**src/rtl/fp_normalizer_pkg.sv**
```systemverilog
// Shared single-precision FP definitions used by the adder back end.
// Holds the default field widths, the exponent bias, the all-ones exponent
// constant, the normalizer state encoding and the result record that the
// normalizer produces and the rounding stage consumes.
package fp_normalizer_pkg;

    localparam int EXP_W_DEF = 8;
    localparam int MAN_W_DEF = 23;
    localparam int BIAS      = 127;

    localparam logic [EXP_W_DEF-1:0] EXP_ALL_ONES = '1;

    typedef enum logic [1:0] {
        IDLE = 2'd0,
        NORM = 2'd1,
        DONE = 2'd2
    } normState_e;

    typedef struct packed {
        logic                 sign;
        logic [EXP_W_DEF-1:0] exp;
        logic [MAN_W_DEF-1:0] frac;
        logic                 zero;
        logic                 ovf;
        logic                 unf;
    } fpResult_t;

endpackage

```
**src/rtl/fp_normalizer_norm_step.sv**
```systemverilog
// fp_norm_step: one normalization evaluation, purely combinational.
// Ports:
//   exp_i       working exponent
//   mant_i      working sum (carry, hidden, fraction)
//   nextExp_o   exponent after this step
//   nextMant_o  sum after this step
//   done_o      result is final after this step
//   zero_o      result is zero
//   ovf_o       exponent reached all-ones (infinity)
//   unf_o       exponent exhausted before normalization (flush to zero)
module fp_norm_step #(
    parameter int EXP_W = 8,
    parameter int MAN_W = 23
) (
    input  logic [EXP_W-1:0]   exp_i,
    input  logic [MAN_W+1:0]   mant_i,
    output logic [EXP_W-1:0]   nextExp_o,
    output logic [MAN_W+1:0]   nextMant_o,
    output logic               done_o,
    output logic               zero_o,
    output logic               ovf_o,
    output logic               unf_o
);

    logic [EXP_W-1:0] expInc;

    assign expInc = exp_i + EXP_W'(1);

    // Rules are tried in priority order; only the left-shift rule keeps the
    // block iterating, every other rule finishes the operation.
    always_comb begin
        nextExp_o  = exp_i;
        nextMant_o = mant_i;
        done_o     = 1'b0;
        zero_o     = 1'b0;
        ovf_o      = 1'b0;
        unf_o      = 1'b0;
        if (mant_i == '0) begin
            zero_o     = 1'b1;
            done_o     = 1'b1;
            nextExp_o  = '0;
            nextMant_o = '0;
        end else if (mant_i[MAN_W+1]) begin
            // The bit shifted out here is truncated; rounding happens later.
            done_o     = 1'b1;
            nextExp_o  = expInc;
            nextMant_o = mant_i >> 1;
            if (expInc == {EXP_W{1'b1}}) begin
                ovf_o      = 1'b1;
                nextMant_o = '0;
            end
        end else if (mant_i[MAN_W]) begin
            done_o = 1'b1;
        end else if (exp_i <= EXP_W'(1)) begin
            unf_o      = 1'b1;
            done_o     = 1'b1;
            nextExp_o  = '0;
            nextMant_o = '0;
        end else begin
            nextExp_o  = exp_i - EXP_W'(1);
            nextMant_o = mant_i << 1;
        end
    end

endmodule

```
**src/rtl/fp_normalizer.sv**
```systemverilog
// fp_normalizer: iterative post-addition normalizer, one shift per cycle.
// Ports:
//   CLK, RST            rising-edge clock, synchronous active-low reset
//   in_valid/in_ready   operand handshake (in_ready high only when idle)
//   in_sign/exp/mant    sign, selected exponent and raw sum from the adder
//   out_valid/out_ready result handshake; result held until accepted
//   out_sign/exp/frac   normalized result, hidden bit dropped
//   out_zero/ovf/unf    mutually exclusive result flags
module fp_normalizer
    import fp_normalizer_pkg::*;
#(
    parameter int EXP_W = EXP_W_DEF,
    parameter int MAN_W = MAN_W_DEF
) (
    input  logic             CLK,
    input  logic             RST,
    input  logic             in_valid,
    output logic             in_ready,
    input  logic             in_sign,
    input  logic [EXP_W-1:0] in_exp,
    input  logic [MAN_W+1:0] in_mant,
    output logic             out_valid,
    input  logic             out_ready,
    output logic             out_sign,
    output logic [EXP_W-1:0] out_exp,
    output logic [MAN_W-1:0] out_frac,
    output logic             out_zero,
    output logic             out_ovf,
    output logic             out_unf
);

    normState_e       state_q, state_d;
    logic             inReady_q, inReady_d;
    logic             outValid_q, outValid_d;
    logic             sign_q, sign_d;
    logic [EXP_W-1:0] exp_q, exp_d;
    logic [MAN_W+1:0] mant_q, mant_d;
    logic             outSign_q, outSign_d;
    logic [EXP_W-1:0] outExp_q, outExp_d;
    logic [MAN_W-1:0] outFrac_q, outFrac_d;
    logic             zero_q, zero_d;
    logic             ovf_q, ovf_d;
    logic             unf_q, unf_d;

    logic [EXP_W-1:0] stepExp;
    logic [MAN_W+1:0] stepMant;
    logic             stepDone;
    logic             stepZero;
    logic             stepOvf;
    logic             stepUnf;

    fp_norm_step #(
        .EXP_W (EXP_W),
        .MAN_W (MAN_W)
    ) u_step (
        .exp_i      (exp_q),
        .mant_i     (mant_q),
        .nextExp_o  (stepExp),
        .nextMant_o (stepMant),
        .done_o     (stepDone),
        .zero_o     (stepZero),
        .ovf_o      (stepOvf),
        .unf_o      (stepUnf)
    );

    always_ff @(posedge CLK) begin
        if (!RST) begin
            state_q    <= IDLE;
            inReady_q  <= 1'b1;
            outValid_q <= 1'b0;
            sign_q     <= 1'b0;
            exp_q      <= '0;
            mant_q     <= '0;
            outSign_q  <= 1'b0;
            outExp_q   <= '0;
            outFrac_q  <= '0;
            zero_q     <= 1'b0;
            ovf_q      <= 1'b0;
            unf_q      <= 1'b0;
        end else begin
            state_q    <= state_d;
            inReady_q  <= inReady_d;
            outValid_q <= outValid_d;
            sign_q     <= sign_d;
            exp_q      <= exp_d;
            mant_q     <= mant_d;
            outSign_q  <= outSign_d;
            outExp_q   <= outExp_d;
            outFrac_q  <= outFrac_d;
            zero_q     <= zero_d;
            ovf_q      <= ovf_d;
            unf_q      <= unf_d;
        end
    end

    // The handshake flags are computed one cycle ahead so that in_ready and
    // out_valid come straight from flops; result registers only change on
    // the cycle normalization finishes, so they hold through backpressure.
    always_comb begin
        state_d    = state_q;
        inReady_d  = inReady_q;
        outValid_d = outValid_q;
        sign_d     = sign_q;
        exp_d      = exp_q;
        mant_d     = mant_q;
        outSign_d  = outSign_q;
        outExp_d   = outExp_q;
        outFrac_d  = outFrac_q;
        zero_d     = zero_q;
        ovf_d      = ovf_q;
        unf_d      = unf_q;
        unique case (state_q)
            IDLE: begin
                if (in_valid) begin
                    sign_d    = in_sign;
                    exp_d     = in_exp;
                    mant_d    = in_mant;
                    inReady_d = 1'b0;
                    state_d   = NORM;
                end
            end
            NORM: begin
                exp_d  = stepExp;
                mant_d = stepMant;
                if (stepDone) begin
                    outSign_d  = sign_q;
                    outExp_d   = stepExp;
                    outFrac_d  = stepMant[MAN_W-1:0];
                    zero_d     = stepZero;
                    ovf_d      = stepOvf;
                    unf_d      = stepUnf;
                    outValid_d = 1'b1;
                    state_d    = DONE;
                end
            end
            DONE: begin
                if (out_ready) begin
                    outValid_d = 1'b0;
                    inReady_d  = 1'b1;
                    state_d    = IDLE;
                end
            end
            default: begin
                state_d    = IDLE;
                inReady_d  = 1'b1;
                outValid_d = 1'b0;
            end
        endcase
    end

    assign in_ready  = inReady_q;
    assign out_valid = outValid_q;
    assign out_sign  = outSign_q;
    assign out_exp   = outExp_q;
    assign out_frac  = outFrac_q;
    assign out_zero  = zero_q;
    assign out_ovf   = ovf_q;
    assign out_unf   = unf_q;

endmodule

```
**config.mk**
```make
export PLATFORM = sky130hd
export DESIGN_NAME = fp_normalizer
export DESIGN_NICKNAME = d
export VERILOG_FILES = /design/src/rtl/fp_normalizer_pkg.sv /design/src/rtl/fp_normalizer_norm_step.sv /design/src/rtl/fp_normalizer.sv
export SDC_FILE = /design/constraint.sdc
export NUM_CORES = 1
export LEC_CHECK = 0
export CAP_MARGIN = 10
export CELL_PAD_IN_SITES_DETAIL_PLACEMENT = 1
export CELL_PAD_IN_SITES_GLOBAL_PLACEMENT = 2
export CORE_ASPECT_RATIO = 1.75
export CORE_UTILIZATION = 28
export CTS_CLUSTER_SIZE = 24
export DETAILED_ROUTE_END_ITERATION = 12
export PLACE_DENSITY = 0.84
export SKIP_CTS_REPAIR_TIMING = 1
export SLEW_MARGIN = 10
export SYNTH_ARGS = -nofsm -noshare
export SYNTH_HDL_FRONTEND = slang
export SYNTH_SLANG_ARGS = --single-unit
```
**constraint.sdc**
```tcl
create_clock -name CLK -period 2.4 [get_ports CLK]
set_input_delay 0.36 -clock CLK [delete_from_list [all_inputs] [get_ports CLK]]
set_output_delay 0.36 -clock CLK [all_outputs]
set_load 0.005 [all_outputs]
```
==> out/results.tsv, run 1 <==
stage	metric	value	unit
sta	fin crit share	0.902	
synth	area of the mapped netlist	3930	µm²
placement	setup slack after placement	230	ps
grt	vias in the first global route	4247	
placement	Cells after DPL	686	
clocking	H-tree levels	3	
synth	synth unique cells	57	
pwr	switching power share of the total	0.358	
clocking	Inserted Clock Buffers	9	
synth	Most used DFF post-synth	sky130_fd_sc_hd__dfxtp_1	
clocking	root buffer cell	sky130_fd_sc_hd__clkbuf_16	
pwr	switching component of the power	0.00160	W
sta	total count of max-transition violations in the final report	0	
final_layout	number of nets in the final layout	565	
setup_path	Cell Chain, Critical Path	buf_4, ha_1, or2_2, and3_1, a211o_4, nand3_4, buf_4, o32ai_2	
final_layout	flip-flop and latch area	1460	µm²
die	Die Footprint	14500	µm²
min_path	worst hold path stage count	2	
grt	number of antenna violations at the first check in global routing	0	
detailed_routing	Initial DRT Pass Iterations	5	
sta	minimum clock period after layout	2160	ps
synth	largest family of logic cells by synthesized area	compound AO/OA/AOI/OAI gates	
setup_path	critical path type	flop to flop	
placement	buffers added on ports	74	
synth	area share of the largest cell type after synthesis	0.372	
setup_path	data arrival at the endpoint of the critical path	2380	ps
synth	share of the yosys chip area belonging to registers	0.372	
sta	Slew @ Worst Pin	568	ps
pwr	share of total power in the clock network	0.308	
synth	XOR/XNOR share of the synthesized area	0.00891	
clocking	later-pin clock latency in the skew report	340	ps
synth	mean instance size in the synthesized netlist	8.55	µm²
sta	Post-Route Setup TNS	0	ps
pwr	part of the power in registers	0.332	
clocking	register clock-pin slew on the reported worst setup and hold paths	60	ps
setup_path	type of origin of the critical path	flop	
min_path	Hold Path Class	flop to flop	
synth	post-synthesis cell type with the largest combined area	sky130_fd_sc_hd__dfxtp_1	
die	standard-cell rows	56	
die	core box area	13500	µm²
sta	final hold violation count	0	
grt	wire length of the first global-routing pass	22100	µm
clocking	TritonCTS clock tree	done	
detailed_routing	Routed WL	13500	µm
pwr	share of total power in combinational logic	0.359	
synth	simple-gate portion of the synthesized area	0.233	
synth	Synth Area in Adders	0.0127	
final_layout	total of fill cells in the finished design	1565	
final_layout	commonest non-fill, non-tap cells in the layout	sky130_fd_sc_hd__clkdlybuf4s50_1, sky130_fd_sc_hd__dfxtp_1, sky130_fd_sc_hd__nand2_1	
run	reported max-cap violation count	0	
placement	RePlAce Congestion	0.900	
sta	max frequency	0.462	GHz
setup_path	Buf/Inv on CP	2	
pwr	IR Drop Worst-Case VDD	0.000424	V
setup_path	Stages on worst setup path	8	
sta	relative slew slack	0.622	
placement	detailed placement HPWL	9710	µm
grt	Total Routing Usage GR	0.194	
setup_path	cell type with the highest occurrence count on the critical path	sky130_fd_sc_hd__buf_4	
synth	register bit count reported by yosys	73	
clocking	clock sink count	73	
clocking	maximum buffer depth of the clock tree	2	
detailed_routing	drt first-iter violations	164	
synth	multiplexer area fraction after synthesis	0.00541	
final_layout	multi-input combinational cell area	2230	µm²
setup_path	library cell contributing the largest single delay on the critical path	sky130_fd_sc_hd__a211o_4	
detailed_routing	final routed wire length divided by cell count	19.3	µm
sta	Final setup violation count	0	
setup_path	endpoint type of the worst setup path	flop	
synth	dominant cells by area after synthesis	sky130_fd_sc_hd__dfxtp_1, sky130_fd_sc_hd__o32ai_2, sky130_fd_sc_hd__and3_1	
setup_path	critical-path maximum fanout	11	
synth	warning count from the yosys run	0	
detailed_routing	antenna-violating nets left	0	
grt	pin count of the biggest net entering global routing	55	
pwr	leakage power	1.88	nW
die	IO Count	75	
final_layout	area grow syn2layout	33.5	%
pwr	ratio of total power to cell area	852	nW/µm²
pwr	cell-internal power	0.00287	W
sta	RSZ-0062 raised after global routing	false	
synth	share of the synthesized area in compound gates (AO/OA/AOI/OAI)	0.308	
detailed_routing	drt via density	5.71	
sta	largest clock skew in the final design	4.54	ps
final_layout	most common cell after layout, fill and taps aside	sky130_fd_sc_hd__clkdlybuf4s50_1	
detailed_routing	Residual DRC	0	
setup_path	CP Data Required Time	2610	ps
sta	final-layout worst hold slack	463	ps
setup_path	count of cells along the worst register-to-register path	8	
die	starting utilization of the core area	0.291	
grt	Overflow after GRT	0	
setup_path	family with the most delay on the worst path	simple AND/OR/NAND/NOR gates	
detailed_routing	total number of vias	4001	
final_layout	non-filler cells, final	701	
run_status	result of the run	finished clean	
setup_path	Crit path largest cell delay	340	ps
synth	total nets after synthesis	502	
sta	final worst-path setup slack	236	ps
die	y dimension of the die	159	µm
final_layout	fraction of final layout cells with drive strength greater than 1	0.137	
final_layout	# diodes	0	
die	die boundary width	91.6	µm
synth	number of flops mapped to enable cells by yosys	0	
synth	Synth async-reset ratio	0	
synth	Post-Syn Instances	460	
cell families (layout without fill, tap and decap cells):
family / Yosys count / count (layout)
xor gates and xnor gates: 4 / 4
and+or+nand+nor: 165 / 165
AOI/OAI and AO/OA: 156 / 156
buffers and inverters: 56 / 123
adders and majority gates: 4 / 4
muxes: 2 / 2
DFF: 73 / 73
power by group through the flow:
stage                     clock network, W  registers, W  logic, W
after detailed placement                 0       0.00151   0.00160
after floorplan                          0       0.00145   0.00104
after global placement                   0       0.00150   0.00157
after CTS                          0.00141       0.00148   0.00162
final                              0.00138       0.00149   0.00160
after global routing               0.00146       0.00151   0.00174
cell type report:
type                            count  area share
Multi-Input combinational cell    331       0.426
Clock buffer                       13      0.0496
Timing Repair Buffer              102       0.193
Clock inverter                      2     0.00715
Tap cell                          174      0.0415
Inverter                            6     0.00429
Sequential cell                    73       0.278
path summary, 6_finish.rpt:
kind,start,endpoint,slack (ps)
worst min register to register,sign_q,sign_q,460
worst max register to register,exp_q[0],out_frac[4],240
worst min-delay path,sign_q,sign_q,460
worst max-delay path,exp_q[0],out_frac[4],240
synth_stat cells (5+ instances only):
| library cell | number |
|---|---|
| sky130_fd_sc_hd__nand2_1 | 48 |
| sky130_fd_sc_hd__nand3_1 | 18 |
| sky130_fd_sc_hd__inv_1 | 6 |
| sky130_fd_sc_hd__nor2_1 | 12 |
| sky130_fd_sc_hd__o32ai_2 | 18 |
| sky130_fd_sc_hd__a221oi_1 | 21 |
| sky130_fd_sc_hd__dfxtp_1 | 73 |
| sky130_fd_sc_hd__and3_1 | 45 |
| sky130_fd_sc_hd__clkbuf_1 | 42 |
| sky130_fd_sc_hd__nand4_1 | 9 |
| sky130_fd_sc_hd__o22ai_1 | 26 |
| sky130_fd_sc_hd__o32ai_1 | 6 |
| sky130_fd_sc_hd__nor3_1 | 6 |
| sky130_fd_sc_hd__a22oi_1 | 5 |
| sky130_fd_sc_hd__a31oi_1 | 5 |
| sky130_fd_sc_hd__o21ai_0 | 16 |
| sky130_fd_sc_hd__a21oi_1 | 43 |
through the flow:
stage / total power [W] / util / cell area, µm²
final: 0.00447 / 0.388 / 5250
after global routing: 0.00471 / 0.388 / 5250
after CTS: 0.00451 / 0.388 / 5250
after detailed placement: 0.00311 / 0.366 / 4950
after global placement: 0.00307 / 0.366 / 4950
after floorplan: 0.00248 / - / 3930
worst register-to-register path, stage by stage (launching register included):
cell and delay, ps:
sky130_fd_sc_hd__dfxtp_1 310, sky130_fd_sc_hd__buf_4 170, sky130_fd_sc_hd__ha_1 220, sky130_fd_sc_hd__or2_2 320
sky130_fd_sc_hd__and3_1 260, sky130_fd_sc_hd__a211o_4 340, sky130_fd_sc_hd__nand3_4 140, sky130_fd_sc_hd__buf_4 190
sky130_fd_sc_hd__o32ai_2 90
per-layer routing:
layer / track usage / routed length (µm) / vias to the layer above
met5: 0 / 0 / -
met1: 0.204 / 5130 / 1975
met4: 0.0988 / 471 / 0
met3: 0.0407 / 554 / 33
met2: 0.357 / 7390 / 105
li1: - / - / 1888
state kept, by name, indices dropped and copies added (netlist names), 2 cells and up:
name	count
state_q	2
mant_q	25
out_frac	23
out_exp	8
exp_q	8
(Power assumes the default switching activity.)
==> run 2, diff against run 1 <==
--- a/config.mk
+++ b/config.mk
@@ -10,7 +10,6 @@
 export CELL_PAD_IN_SITES_GLOBAL_PLACEMENT = 2
 export CORE_ASPECT_RATIO = 1.75
 export CORE_UTILIZATION = 28
-export CTS_CLUSTER_SIZE = 24
 export DETAILED_ROUTE_END_ITERATION = 12
 export PLACE_DENSITY = 0.84
 export SKIP_CTS_REPAIR_TIMING = 1
==> results of run 2 <==
No change in the layout: final DEF, timing and power equal those of run 1.
==> run 3, diff against run 2 <==
--- a/config.mk
+++ b/config.mk
@@ -5,11 +5,12 @@
 export SDC_FILE = /design/constraint.sdc
 export NUM_CORES = 1
 export LEC_CHECK = 0
+export ABC_AREA = 1
 export CAP_MARGIN = 10
 export CELL_PAD_IN_SITES_DETAIL_PLACEMENT = 1
 export CELL_PAD_IN_SITES_GLOBAL_PLACEMENT = 2
 export CORE_ASPECT_RATIO = 1.75
-export CORE_UTILIZATION = 28
+export CORE_UTILIZATION = 26
 export DETAILED_ROUTE_END_ITERATION = 12
 export PLACE_DENSITY = 0.84
 export SKIP_CTS_REPAIR_TIMING = 1
==> out/results.tsv, run 3 <==
stage	metric	value	unit	change
sta	Final setup violation count	0		unchanged
sta	relative slew slack	0.644		+0.0222
die	starting utilization of the core area	0.266		-0.0246
detailed_routing	Initial DRT Pass Iterations	4		-1
detailed_routing	Routed WL	15800	µm	+17%
final_layout	# diodes	0		unchanged
clocking	maximum buffer depth of the clock tree	2		unchanged
grt	vias in the first global route	4980		+17%
synth	synth unique cells	36		-37%
setup_path	reg-to-reg critical path startpoint	exp_q[0]		
clocking	register clock-pin slew on the reported worst setup and hold paths	60	ps	about the same
synth	post-synthesis cell type with the largest combined area	sky130_fd_sc_hd__dfxtp_1		
synth	Most used DFF post-synth	sky130_fd_sc_hd__dfxtp_1		
synth	warning count from the yosys run	0		unchanged
setup_path	critical-path maximum fanout	11		unchanged
final_layout	fraction of final layout cells with drive strength greater than 1	0.129		-0.00713
pwr	IR Drop Worst-Case VDD	0.000380	V	-10%
detailed_routing	final routed wire length divided by cell count	17.9	µm	-7.3%
sta	fin crit share	0.946		+0.0439
die	Die Footprint	16900	µm²	+16%
final_layout	area grow syn2layout	29.5	%	
clocking	clock sink count	73		unchanged
grt	number of antenna violations at the first check in global routing	0		unchanged
setup_path	CP Data Required Time	2670	ps	+60 ps
synth	number of flops mapped to enable cells by yosys	0		unchanged
placement	setup slack after placement	4.30	ps	-225 ps
final_layout	Final Instance Area	5500	µm²	+4.7%
setup_path	endpoint of the most critical register-to-register path	out_exp[7]		
detailed_routing	drt via density	5.20		-8.8%
setup_path	Cell Chain, Critical Path	inv_1, ha_1, nor2_1, nor2_1, nand2_2, nor3_1, nor2_2, nand3_1, o21ai_1		
run_status	result of the run	finished clean		
die	standard-cell rows	61		+8.9%
detailed_routing	drt first-iter violations	157		-4.3%
clocking	H-tree levels	3		unchanged
clocking	root buffer cell	sky130_fd_sc_hd__clkbuf_16		
setup_path	Critical Path End	out_exp[7]		
sta	max frequency	0.441	GHz	-4.6%
setup_path	type of origin of the critical path	flop		
synth	leading cell type by number of instances after synthesis	sky130_fd_sc_hd__nand2_1		
setup_path	endpoint type of the worst setup path	flop		
setup_path	Crit path largest cell delay	470	ps	+130 ps
pwr	ratio of total power to cell area	831	nW/µm²	-2.4%
final_layout	commonest non-fill, non-tap cells in the layout	sky130_fd_sc_hd__nand2_1, sky130_fd_sc_hd__clkdlybuf4s50_1, sky130_fd_sc_hd__dfxtp_1		
die	IO Count	75		unchanged
placement	cell area after placement	5170	µm²	+4.4%
setup_path	library cell contributing the largest single delay on the critical path	sky130_fd_sc_hd__dfxtp_1		
min_path	Hold Path Class	flop to flop		
synth	dominant cells by area after synthesis	sky130_fd_sc_hd__dfxtp_1, sky130_fd_sc_hd__nand3_1, sky130_fd_sc_hd__nand2_1		
grt	wire length of the first global-routing pass	25300	µm	+14%
setup_path	critical path type	flop to flop		
placement	buffers added on ports	74		unchanged
synth	total nets after synthesis	664		+32%
sta	RSZ-0062 raised after global routing	false		
detailed_routing	total number of vias	4601		+15%
detailed_routing	antenna-violating nets left	0		unchanged
die	die boundary width	98.6	µm	+7.7%
clocking	TritonCTS clock tree	done		
synth	Synth top cells by count	sky130_fd_sc_hd__nand2_1, sky130_fd_sc_hd__dfxtp_1, sky130_fd_sc_hd__nand3_1		
sta	minimum clock period after layout	2270	ps	+105 ps
synth	Post-Syn Instances	622		+35%
clocking	Inserted Clock Buffers	9		unchanged
die	y dimension of the die	171	µm	+7.7%
synth	share of the yosys chip area belonging to registers	0.344		-0.0275
final_layout	max reg flops	25		unchanged
final_layout	most common cell after layout, fill and taps aside	sky130_fd_sc_hd__nand2_1		
sta	final worst-path setup slack	130	ps	-105 ps
sta	largest clock skew in the final design	8.46	ps	+3.92 ps
placement	RePlAce Congestion	0.816		-9.4%
sta	total count of max-transition violations in the final report	0		unchanged
setup_path	count of cells along the worst register-to-register path	9		+1
grt	Overflow after GRT	0		unchanged
die	core box area	16000	µm²	+18%
sta	final hold violation count	0		unchanged
detailed_routing	Residual DRC	0		unchanged
run	reported max-cap violation count	0		unchanged
synth	mean instance size in the synthesized netlist	6.83	µm²	-20%
final_layout	register name with the most flops	mant_q		
placement	detailed placement HPWL	11700	µm	+20%
synth	register bit count reported by yosys	73		unchanged
synth	Synth async-reset ratio	0		unchanged
sta	Slew @ Worst Pin	530	ps	-37.4 ps
min_path	launch point of the worst hold path	in_ready		
setup_path	reg-to-reg setup timing slack	130	ps	-110 ps
setup_path	data arrival at the endpoint of the critical path	2540	ps	+160 ps
clocking	later-pin clock latency in the skew report	340	ps	about the same
pwr	leakage power	2.16	nW	+15%
setup_path	CP Launch Point	exp_q[0]		
setup_path	cell type with the highest occurrence count on the critical path	sky130_fd_sc_hd__nor2_1		
final_layout	number of nets in the final layout	732		+30%
synth	area share of the largest cell type after synthesis	0.344		-0.0275
grt	Total Routing Usage GR	0.194		-0.000612
grt	pin count of the biggest net entering global routing	37		-33%
synth	area of the mapped netlist	4250	µm²	+8.0%
[run 3: changes by cell type in the layout (fill, tap and decap cells not counted), moves of 25 or more]
cell and change:
sky130_fd_sc_hd__nand3_1 +53, sky130_fd_sc_hd__inv_1 +63, sky130_fd_sc_hd__nor2_1 +39, sky130_fd_sc_hd__o22ai_1 -25, sky130_fd_sc_hd__o21ai_0 +42, sky130_fd_sc_hd__and3_1 -45
sky130_fd_sc_hd__nand2_1 +43
[run 3: metrics by stage]
stage / power [W] / utilization / setup TNS (ps) / std cells / hold WS (ps)
floorplan: 0.00256 / - / 0 / 622 / 446
global placement: 0.00318 / 0.324 / 0 / 866 / 442
detailed placement: 0.00323 / 0.324 / 0 / 866 / 452
CTS: 0.00456 / 0.342 / -71.7 / 882 / 461
finish: 0.00457 / 0.345 / 0 / 884 / 457
global route: 0.00485 / 0.345 / 0 / 884 / 484
[run 3: cell type report]
type	count	area, µm²
Clock buffer	11	253
Clock inverter	5	37.5
Fill cell	1961	10500
Multi-Input combinational cell	432	2280
Inverter	76	287
Timing Repair Buffer	98	946
Sequential cell	73	1460
Tap cell	189	236
[run 3: kinds of logic (layout without fill, tap and decap cells)]
family | Yosys count | count (layout) | synth area share
AO/OA/AOI/OAI | 173 | 173 | 0.235
XOR/XNOR | 1 | 1 | 0.00206
adder cells (fa/ha/maj) | 4 | 4 | 0.0118
buffers and inverters | 118 | 190 | 0.127
flip-flops | 73 | 73 | 0.344
AND/OR/NAND/NOR | 253 | 254 | 0.280
[run 3: where the power goes]
part           switching [W]  total (W)  leakage (nW)  internal [W]
combinational        0.00110    0.00174          1.43      0.000632
sequential          0.000135    0.00151         0.597       0.00138
clock               0.000559    0.00132         0.138      0.000760
total                0.00180    0.00457          2.16       0.00277
[run 3: worst min-delay path by stage]
stage | end | slack, ps | depth (start not counted)
after global placement | in_ready | 440 | 2
after floorplan | out_valid | 450 | 2
after detailed placement | in_ready | 450 | 2
final | in_ready | 460 | 2
after global routing | in_ready | 480 | 2
after CTS | in_ready | 460 | 2
[run 3: layer usage]
layer,global-route usage,wire length [µm],part of all wire
met1,0.198,5990,0.38
met2,0.371,8580,0.54
met3,0.0266,577,0.036
met4,0.116,677,0.043
met5,0,0,0
[run 3: worst max-delay path, delay by kind of cell (launching register included)]
family	cells	cell delay, ps
AND/OR/NAND/NOR	6	1050
buffers and inverters	1	180
AO/OA/AOI/OAI	1	190
adder cells (fa/ha/maj)	1	290
flip-flops	1	470
